<file path="src/rtl/status_flag_unit_pkg.sv">
`default_nettype none
// ============================================================================
// status_flag_unit_pkg : shared encodings for the NZCV flag producer
// Rev 1.0 - initial release
// ============================================================================
package status_flag_unit_pkg;

    typedef enum logic [1:0] {
        KIND_LOGIC = 2'b00,
        KIND_ADD   = 2'b01,
        KIND_SUB   = 2'b10,
        KIND_MOVE  = 2'b11
    } ex_kind_e;

    localparam int C_FLAG_N = 3;
    localparam int C_FLAG_Z = 2;
    localparam int C_FLAG_C = 1;
    localparam int C_FLAG_V = 0;

    localparam logic [3:0] C_COND_AL = 4'b1110;
    localparam logic [3:0] C_COND_NV = 4'b1111;

    typedef enum logic {
        SAVE_EMPTY = 1'b0,
        SAVE_SAVED = 1'b1
    } save_state_e;

    // AL and NV share their top three bits; neither depends on the flags.
    function automatic logic cond_is_unconditional(input logic [3:0] cond);
        return cond[3:1] == C_COND_AL[3:1];
    endfunction

endpackage
`default_nettype wire

</file>
<file path="src/rtl/status_flag_unit_nzcv_gen.sv">
`default_nettype none
// ============================================================================
// nzcv_gen : combinational next-state NZCV from the EX-stage ALU outputs
// Rev 1.0 - initial release
// ============================================================================
module nzcv_gen
    import status_flag_unit_pkg::*;
#(
    parameter int DATA_W = 32
) (
    input  logic [1:0]        kind,
    input  logic [DATA_W-1:0] result,
    input  logic              carry,
    input  logic              ovf,
    input  logic              shift_carry,
    input  logic [3:0]        cur_flags,
    output logic [3:0]        next_flags
);

    always_comb begin
        next_flags           = cur_flags;
        next_flags[C_FLAG_N] = result[DATA_W-1];
        next_flags[C_FLAG_Z] = (result == '0);
        if (kind == KIND_ADD || kind == KIND_SUB) begin
            next_flags[C_FLAG_C] = carry;
            next_flags[C_FLAG_V] = ovf;
        end else begin
            // Logic and move keep V; C comes from the shifter.
            next_flags[C_FLAG_C] = shift_carry;
        end
    end

endmodule
`default_nettype wire

</file>
<file path="src/rtl/status_flag_unit.sv">
`default_nettype none
// ============================================================================
// status_flag_unit : NZCV status register, saved copy and condition hazard
// Optional macro STATUS_FLAG_FWD_EN: bypass next flags to status, no stall.
// Rev 1.0 - initial release
// ============================================================================
module status_flag_unit
    import status_flag_unit_pkg::*;
#(
    parameter int DATA_W = 32
) (
    input  logic              clk,
    input  logic              rst_n,
    input  logic              ex_valid,
    input  logic              ex_s,
    input  logic [1:0]        ex_kind,
    input  logic [DATA_W-1:0] ex_result,
    input  logic              ex_carry,
    input  logic              ex_ovf,
    input  logic              ex_shift_carry,
    input  logic              flush,
    input  logic              save_req,
    input  logic              restore_req,
    input  logic              id_valid,
    input  logic [3:0]        id_cond,
    output logic [3:0]        status,
    output logic              hazard_stall,
    output logic              saved_valid,
    output logic              restore_err
);

    logic [3:0]  r_status;
    logic [3:0]  r_saved;
    save_state_e r_state;
    logic        r_restore_err;

    logic        w_we;
    logic        w_restore_ok;
    logic [3:0]  w_gen;
    logic [3:0]  w_next;

    assign w_we         = ex_valid & ex_s & ~flush & ~restore_req;
    assign w_restore_ok = restore_req & (r_state == SAVE_SAVED);

    nzcv_gen #(
        .DATA_W (DATA_W)
    ) u_nzcv_gen (
        .kind        (ex_kind),
        .result      (ex_result),
        .carry       (ex_carry),
        .ovf         (ex_ovf),
        .shift_carry (ex_shift_carry),
        .cur_flags   (r_status),
        .next_flags  (w_gen)
    );

    // An empty-state restore leaves the flags alone (w_we is already low).
    always_comb begin
        w_next = r_status;
        if (w_restore_ok) begin
            w_next = r_saved;
        end else if (w_we) begin
            w_next = w_gen;
        end
    end

    always_ff @(posedge clk or negedge rst_n) begin
        if (!rst_n) begin
            r_status      <= 4'b0000;
            r_saved       <= 4'b0000;
            r_state       <= SAVE_EMPTY;
            r_restore_err <= 1'b0;
        end else begin
            r_status      <= w_next;
            r_restore_err <= restore_req & (r_state == SAVE_EMPTY);
            case (r_state)
                SAVE_EMPTY: begin
                    if (save_req && !restore_req) begin
                        r_state <= SAVE_SAVED;
                        r_saved <= w_next;
                    end
                end
                SAVE_SAVED: begin
                    if (restore_req) begin
                        r_state <= SAVE_EMPTY;
                    end else if (save_req) begin
                        r_saved <= w_next;
                    end
                end
                default: r_state <= SAVE_EMPTY;
            endcase
        end
    end

    assign saved_valid = (r_state == SAVE_SAVED);
    assign restore_err = r_restore_err;

`ifdef STATUS_FLAG_FWD_EN
    assign status       = (w_we | restore_req) ? w_next : r_status;
    assign hazard_stall = 1'b0;
`else
    assign status       = r_status;
    assign hazard_stall = id_valid & ~cond_is_unconditional(id_cond) &
                          ex_valid & ex_s & ~flush;
`endif

endmodule
`default_nettype wire

</file>
<file path="config.mk">
export PLATFORM = sky130hd
export DESIGN_NAME = status_flag_unit
export DESIGN_NICKNAME = d
export VERILOG_FILES = /design/src/rtl/status_flag_unit_pkg.sv /design/src/rtl/status_flag_unit_nzcv_gen.sv /design/src/rtl/status_flag_unit.sv
export SDC_FILE = /design/constraint.sdc
export NUM_CORES = 1
export LEC_CHECK = 0
export CORE_MARGIN = 2
export CORE_UTILIZATION = 29
export DETAILED_ROUTE_END_ITERATION = 6
export GPL_TIMING_DRIVEN = 1
export PLACE_DENSITY = 0.82
export REMOVE_ABC_BUFFERS = 1
export SYNTH_ARGS = -nofsm -noshare
export SYNTH_HDL_FRONTEND = slang
export SYNTH_SLANG_ARGS = --single-unit
</file>
<file path="constraint.sdc">
create_clock -name clk -period 1.7 [get_ports clk]
set_input_delay 0.255 -clock clk [delete_from_list [all_inputs] [get_ports clk]]
set_output_delay 0.255 -clock clk [all_outputs]
set_load 0.01 [all_outputs]
</file>
==> impl_metrics.json, run 1 <==
{
  "pwr_density_cell_nw_per_um2": 655,
  "antenna_found_initial": 0,
  "synth_top_area_frac": 0.476,
  "dpl_cell_area_um2": 1110,
  "drc": 0,
  "drv_cap": 0,
  "htreeDepth": 1,
  "cp_top_family": "buffers and inverters",
  "pwr-share-clk": 0.198,
  "p_sw_frac": 0.246,
  "die_w_um": 46.6,
  "fmaxAchievable_mhz": 648,
  "p_switching_uw": 182,
  "dr.pass1.iters": 4,
  "power_frac_comb": 0.370,
  "numClockSinks": 10,
  "grt_max_degree": 11,
  "grt.total_usage": 0.175,
  "start_util": 0.308,
  "synth_seq_cells": 10,
  "critPathMaxFanout": 2,
  "cts_buffers": 3,
  "worst-setup-path-type": "primary input to primary output",
  "final_layout_size_suffix_gt1_frac": 0.0625,
  "grt_overflow": 0,
  "drt_iter0_markers": 8,
  "report.final.slew_viol_count": 0,
  "place_inst": 134,
  "worstMarginPinSlew_ns": 0.418,
  "area_delta_synth_final_pct": 116,
  "avgRoutedWirePerCell_um": 11.7,
  "core_area_um2": 1710,
  "outcome": "finished, final reports clean",
  "leakage_nw": 0.450,
  "cp.arrival_ns": 1.29,
  "clock_latency_ns": 0.25,
  "cp-start-kind": "primary input",
  "cts_buffer_depth": 2,
  "port_buffers": 54,
  "grt_pass1_wl_um": 2620,
  "die_area_um2": 2170,
  "drt_wl_total_um": 1610,
  "hold_viol_final": 0,
  "synthesis.area_um2": 526,
  "setup_ws_ns": 0.157,
  "critPathBufInv": 2,
  "setup_violations": 0,
  "fin_area_um2": 1130,
  "slew_headroom": 0.720,
  "ys_types": 21,
  "dieHeight_um": 46.6,
  "stdcell_count": 137,
  "num_vias": 656,
  "min_period_over_period": 0.908,
  "syn_inst": 53,
  "setup_tns_ns": 0,
  "gp_congestion": 0.696,
  "finalCriticalPeriod_ns": 1.54,
  "p_int_uw": 560,
  "ir_worst_vdd_uv": 263,
  "cpMaxStageDelayCell": "clkdlybuf4s50_1",
  "end_kind": "primary output",
  "ys_seq_area_frac": 0.476,
  "nets": 163,
  "sequentialPowerShare": 0.432,
  "viasPerCell": 4.79,
  "clk_pin_slew_ns": 0.06,
  "avgSynthCellArea_um2": 9.92,
  "grt_pass1_vias": 671,
  "total_power_uw": 742,
  "dpl.hpwl_um": 1490,
  "crit_chain": "clkdlybuf4s50_1, nand4b_1, a31oi_1, dlygate4sd2_1",
  "slowest_delay_ns": 0.42,
  "required_ns": 1.44,
  "hp-class": "primary input to asynchronous set/reset pin",
  "synth_area_leaders": "dfrtp_1 48%, nor4_1 9.5%, nor2_1 5.0%",
  "ff2ff_setup_slack_ns": 0.61,
  "diodes": 0,
  "num_rows": 15,
  "yosysTopAreaCell": "dfrtp_1",
  "finalClockSkew_ns": 0.00553,
  "cts_hold_buf": 0,
  "rsz0062_at_grt": "no",
  "pre_cts_slack_ns": -0.130,
  "ant_nets": 0,
  "tritoncts": "yes",
  "yosysWarningCount": 0,
  "root_buffer": "clkbuf_4",
  "io_pins": 56,
  "postCtsSetupBuffers": 0
}
-- cell type report --
class / instances / area (um2)
Clock buffer: 3 / 22.5
Fill cell: 146 / 574
Multi-Input combinational cell: 43 / 275
Sequential cell: 10 / 250
Tap cell: 25 / 31.3
Timing Repair Buffer: 56 / 554
-- state kept, by name, indices dropped and copies added (netlist names) --
register     count
restore_err      1
status           4
r_saved          4
saved_valid      1
-- per-stage QoR --
step / hold WS [ns] / util
floorplan: -0.0406 / -
global placement: 0.462 / 0.651
detailed placement: 0.486 / 0.651
CTS: 0.314 / 0.664
global route: 0.324 / 0.664
finish: 0.302 / 0.664
-- cell families after synthesis --
| logic type | after synthesis | synth area share |
|---|---|---|
| xor+xnor | 1 | 0.0167 |
| compound gates | 9 | 0.110 |
| mux | 3 | 0.0595 |
| simple gates | 30 | 0.338 |
| flops | 10 | 0.476 |
-- layout by cell type, fill, tap and decap left out --
cell / n
a32oi_1: 1
nor2b_1: 1
a211oi_1: 1
and4bb_4: 1
nand4b_1: 1
buf_4: 2
nand2b_1: 3
and2b_1: 1
mux2_2: 1
dfrtp_1: 10
o21ai_1: 2
dlygate4sd2_1: 1
nor4_1: 8
nand2_1: 4
xnor2_1: 1
and4_1: 2
nand3_1: 1
o31ai_1: 1
and2_1: 1
a31oi_1: 3
nor2_1: 7
a21oi_1: 1
clkbuf_4: 3
clkdlybuf4s50_1: 53
mux2i_1: 2
-- worst register-to-register path, stage by stage, from the launching register on --
cell	delay, ns
dfrtp_1	0.42
a32oi_1	0.20
o21ai_1	0.10
mux2_2	0.26
-- metal layers --
metal  GRT usage  vias to the layer above  share of wire
li1            -                      323              -
met1       0.173                      290           0.37
met2       0.306                       41           0.50
met3      0.0784                        2           0.12
met4      0.0857                        0          0.011
met5           0                        -              0
-- path summary, 6_finish.rpt --
check,from,endpoint,cells past startpoint
setup / recovery,flush,hazard_stall,4
hold / removal,rst_n,r_saved[3]$_DFFE_PN0P_,1
setup reg to reg,saved_valid$_DFF_PN0_,r_saved[3]$_DFFE_PN0P_,3
hold reg to reg,r_saved[1]$_DFFE_PN0P_,r_saved[1]$_DFFE_PN0P_,2
max in group asynchronous,rst_n,status[3]$_DFF_PN0_,1
min in group clk,r_saved[1]$_DFFE_PN0P_,r_saved[1]$_DFFE_PN0P_,2
-- Yosys cell counts --
master,n
o31ai_1,1
a31oi_1,3
xnor2_1,1
nand2_1,4
nor2b_1,1
a32oi_1,1
and4bb_4,1
nand4b_1,1
nand2b_1,3
nor2_1,7
dfrtp_1,10
nor4_1,8
and2b_1,1
a211oi_1,1
and2_1,1
mux2_2,1
mux2i_1,2
a21oi_1,1
o21ai_1,2
nand3_1,1
and4_1,2
-- power by group through the flow --
stage               Sequential [mW]  Combinational (mW)  Clock, mW
finish                        0.321               0.274      0.147
global route                  0.328               0.302      0.169
CTS                           0.321               0.279      0.155
detailed placement            0.325               0.279          0
global placement              0.322               0.270          0
floorplan                     0.333              0.0732          0
-- timing repair --
action	in CTS	in global routing
endpoints found under the setup margin	1	0
gates resized for setup	1	0
endpoints found under the hold margin	0	0
Power figures use the tool's default switching activity.
==> run 2, diff against run 1 <==
Settings changed: CAP_MARGIN from default to 20, TNS_END_PERCENT from default to 10.
==> results of run 2 <==
Same layout as run 1: the final DEF is identical, and so are final timing and power.
